## src/rtl/gpr_regfile.sv

```systemverilog
`default_nettype none
// ============================================================================
// Module      : gpr_regfile
// Description : General-purpose register file, NREGS x DATA_W.
//               One synchronous write port (Sc/Sin/Sw) and two independent
//               combinational read ports (Sa->Souta, Sb->Soutb).
//               Register 0 is an ordinary writable register.
// Revision    : 1.0 - initial release
// ============================================================================
module gpr_regfile #(
    parameter int DATA_W = 32,
    parameter int ADDR_W = 5,
    parameter int NREGS  = 32
) (
    input  logic              clk,
    input  logic              rst,
    input  logic              Sw,
    input  logic [DATA_W-1:0] Sin,
    input  logic [ADDR_W-1:0] Sa,
    input  logic [ADDR_W-1:0] Sb,
    input  logic [ADDR_W-1:0] Sc,
    output logic [DATA_W-1:0] Souta,
    output logic [DATA_W-1:0] Soutb
);

    // Storage array; one entry per architectural register.
    logic [DATA_W-1:0] r_regs [NREGS];

    // One-hot write-enable decode of the write address.
    logic [NREGS-1:0] w_wen;

    // Decode Sc into a per-register write strobe, gated by Sw.
    always_comb begin
        w_wen = '0;
        if (Sw) begin
            w_wen[Sc] = 1'b1;
        end
    end

    // Each register clears on reset (reset beats a simultaneous write),
    // otherwise loads Sin only when its strobe is set.
    generate
        for (genvar gi = 0; gi < NREGS; gi++) begin : g_reg
            always_ff @(posedge clk) begin
                if (rst) begin
                    r_regs[gi] <= '0;
                end else if (w_wen[gi]) begin
                    r_regs[gi] <= Sin;
                end
            end
        end
    endgenerate

    // Read ports are purely combinational and do not bypass the write port:
    // a same-address read shows the old contents until the write edge.
    assign Souta = r_regs[Sa];
    assign Soutb = r_regs[Sb];

endmodule
`default_nettype wire

```

## config.mk

```make
export PLATFORM = sky130hd
export DESIGN_NAME = gpr_regfile
export DESIGN_NICKNAME = d
export VERILOG_FILES = /design/src/rtl/gpr_regfile.sv
export SDC_FILE = /design/constraint.sdc
export NUM_CORES = 2
export LEC_CHECK = 0
export CORE_ASPECT_RATIO = 0.9
export CORE_MARGIN = 2
export CORE_UTILIZATION = 45
export CTS_BUF_LIST = sky130_fd_sc_hd__clkbuf_8
export DETAILED_ROUTE_END_ITERATION = 12
export PLACE_DENSITY = 0.69
export SLEW_MARGIN = 20
export SYNTH_ARGS = -nofsm -noshare
export SYNTH_HDL_FRONTEND = slang
export SYNTH_SLANG_ARGS = --single-unit
export TNS_END_PERCENT = 5
```

## constraint.sdc

```tcl
create_clock -name clk -period 7.1 [get_ports clk]
set_input_delay 1.065 -clock clk [delete_from_list [all_inputs] [get_ports clk]]
set_output_delay 1.065 -clock clk [all_outputs]
set_load 0.005 [all_outputs]
```

# [Word-level counts from Yosys, hierarchy flattened]
# Memories as Yosys holds them, arrays and structs flattened.
# Index checks and enable logic that the tools add are counted.
[classes] n_mux=133 reduce_logical=1 bitwise_logic=32 magnitude_cmp=2
[op_table] cell="two-way mux 32 bit" count=33
[op_table] cell="two-way mux 1 bit" count=99
[op_table] cell="bitwise OR 1 bit" count=32
[op_table] cell="< comparator 5 x 6 -> 1 bit, second input constant" count=1
[op_table] cell="demux 1 bit (select 5 bit)" count=1
[op_table] cell=">= comparator 5 x 1 -> 1 bit, second input constant" count=1
[op_table] cell="logical AND 1 bit" count=1
[totals] output_inout_bits=64 regBits=0 ramBits=1024 inputBits=50 memories=1 wordCells=169
[mem_list] memory="r_regs" words=32 word_bits=32 rd=2 rd_ports_with_merged_regs=0 write_ports=32 line="27" source="logic [DATA_W-1:0] r_regs [NREGS];"

# [Longest topological paths before layout]
[logic_depth] depth_word=9 mapped_depth=8 ltp_nobuf=5

# [Worst setup path before layout]
# No wires, ideal clock.
[synth_timing] kind="in2reg" start="in Sc[3]" end="mem r_regs[3][0], enable pin" required_time_ns=6.672 setup_time_ns=0.428 path_stages=4 n_path_buf=2 path_slack_ns=3.375 t_arrival_ns=3.297 path_cell_list="buf_2 or3_1 buf_4 o21bai_1"
[synth_rtl] element="start: declaration" line="21" source="input logic [ADDR_W-1:0] Sc,"
[synth_rtl] element="end: declaration" line="27"

# [Worst setup path after layout]
[layout_timing] start="in Sb[2]" end="out Soutb[11]"
[layout_between] elab_chain_cells=1
[layout_rtl] element="start: declaration" line="20" source="input logic [ADDR_W-1:0] Sb,"
[layout_rtl] element="memory (32 x 32 bit)"
[layout_rtl] element="end: declaration" line="23" source="output logic [DATA_W-1:0] Soutb"
# No other way between the ends.

==> summary.txt <==
Timing
  – Fin Setup TNS: 0 ps
  – Period minus WS final: 5592 ps
  – Max Freq: 178.8 MHz
  – Worst setup margin: 1508 ps
  – Final hold slack: 860.4 ps
  – Max Slew Vio Count: 0
  – Setup Viol. Count Final: 0
  – Slew Limit Headroom: 0.1688
  – RSZ-0062 raised after global routing: false
  – Least-Margin Pin Slew: 1244 ps
  – Final period utilization: 0.7876
  – Final Hold Fails: 0

Clock network
  – Post-CTS setup buffers: 0
  – Clk buf depth: 3
  – CTS buffer count: 165
  – Cts repair resizes: 0
  – CTS root buf: clkbuf_8
  – Clk sink count: 1024
  – CTS Hold Bufs: 0
  – CTS tree: built
  – Clk pin slew, worst setup/hold paths: 70 ps
  – H-tree depth: 4

Logic synthesis
  – #FFs+latches synth: 1024
  – Synth top area cells: edfxtp_1, mux2i_1, and2_1, a22oi_1, a22o_1
  – Ys flop type: edfxtp_1
  – Most common cell in the netlist: and2_1
  – Post-synth EDFFs: 1024
  – Synthesized area per cell: 12.12 µm²
  – Top cell type by total area after synthesis: edfxtp_1
  – Netlist cell types: 31
  – Sequential area share after synthesis: 0.5457
  – Yosys warns: 0
  – Area share of the leading cell type in the synthesized netlist: 0.5457
  – Net Count, Synth: 4700
  – Mapped cell area: 56350 µm²
  – Cell count after synthesis: 4650
  – FFs w/ async S/R, synth: 0
  – Commonest cells in the synthesized netlist: and2_1, edfxtp_1, mux2i_1, clkbuf_1, nand2_1

Worst setup path
  – Crit path kind: input port to output port
  – Setup crit end kind: output port
  – Critical Path Fanout Max: 33
  – Worst Setup Start Kind: input port
  – CP arrival: 4530 ps
  – CP required: 6030 ps

Die
  – # rows: 123
  – I/O pin count: 114
  – Area of the die: 128100 µm²
  – Initial Utilization: 0.4520
  – Die width: 377.0 µm
  – CORE AREA: 124700 µm²
  – Die height: 339.7 µm

Placed design
  – Dpl hpwl: 117800 µm
  – Setup slack at placement: 1601 ps
  – Placed Area: 59090 µm²
  – Port Buffers: 113
  – GP Congestion: 0.8894

GRT
  – Vias in the first global route: 39730
  – Largest net degree at the start of global routing: 72
  – Global-route wire length before repair: 278100 µm
  – GRT overflow: 0
  – GRT Total Usage: 0.3021
  – Antenna violations before repair: 11

Final layout
  – Area delta synth->final: 9.981%
  – Max FFs per register: 1024
  – Nets: 4665
  – Reg with most FFs: r_regs
  – Share of layout cells above drive strength 1: 0.08961
  – Largest registers: r_regs: 1024 flops
  – Final Cell Area: 61970 µm²

Routing
  – Post-route DRC violation count: 0
  – Via density: 6.336
  – Routed WL: 197800 µm
  – Antenna viol nets, final: 0
  – DR vias: 40420
  – DRT Pass-1 Iters: 8
  – Wire per inst: 31.01 µm
  – DRT iter0 DRCs: 5768

Pwr
  – IR Drop Worst-Case VDD: 0.1895 mV
  – P per Cell Area: 221.9 nW/µm²
  – Leakage Power: 0.02406 µW

Worst hold path
  – Worst min path class: input port to register

Flow run
  – Max-Cap Viols: 0

Status
  – Outcome: complete, no violations
placed cells by master, fill, tap and decap left out, types with 5 or more instances in the layout:
master           instances
buf_12                  21
clkinv_2                10
nand3_1                194
buf_4                  111
o21bai_4                32
nor2_4                  26
nand2_1                197
clkbuf_8               170
a21oi_1                192
mux2i_1               1024
a31oi_1                 64
inv_1                   57
clkdlybuf4s50_1        100
a22o_1                 128
edfxtp_1              1024
buf_2                   11
a22oi_1                192
nand2_2                  5
clkinv_1                48
and2_1                1024
nor2_2                   8
buf_16                   5
diode_2                 11
clkinvlp_4               5
nor3_1                  64
routing by layer:
layer / up-vias / track usage / part of all wire
met5: - / 0 / 0.000096
met4: 2 / 0.1488 / 0.048
met3: 541 / 0.08603 / 0.12
met2: 2769 / 0.4518 / 0.44
met1: 20110 / 0.4024 / 0.39
li1: 17000 / - / -
stage by stage:
stage | total power, µW | utilization | std cells
finish | 13750 | 0.4971 | 6379
global route | 14110 | 0.4970 | 6370
CTS | 13700 | 0.4972 | 6367
detailed placement | 9094 | 0.4740 | 6072
global placement | 9053 | 0.4729 | 6067
floorplan | 8307 | - | 4650
path summary, 6_finish.rpt:
kind / start / endpoint / slack (ps) / cells past startpoint
max: Sb[2] / Soutb[11] / 1510 / 8
min: Sin[17] / r_regs[7][17] / 860 / 2
worst max-delay path: stages:
cell and delay [ps]:
clkdlybuf4s50_1 700, nor2b_4 670, buf_4 550, a22o_1 210, nor3_1 50, a31oi_1 310, nand3_1 370, clkdlybuf4s50_1 560
kinds of logic after synthesis:
family          after synthesis  share of synthesized area
compound gates              608                    0.07390
buf+inv                     452                    0.04186
flops                      1024                     0.5457
mux                        1024                     0.1819
simple gates               1542                     0.1567
where the power goes:
part	leakage [µW]	internal [µW]	switching (µW)
Combinational	0.0126	653	1210
Sequential	0.00976	6990	173
Clock	0.00167	2250	2480
Total	0.0241	9900	3860
layout make-up:
type / instances / area, µm²
fill: 10900 / 62680
sequential: 1024 / 30750
multi-input combinational: 3174 / 23800
timing repair buffer: 250 / 2477
clock buffer: 170 / 2340
tap: 1625 / 2033
clock inverter: 125 / 549.3
antenna: 11 / 27.53
Note: power is estimated with default switching activity, not from simulation.
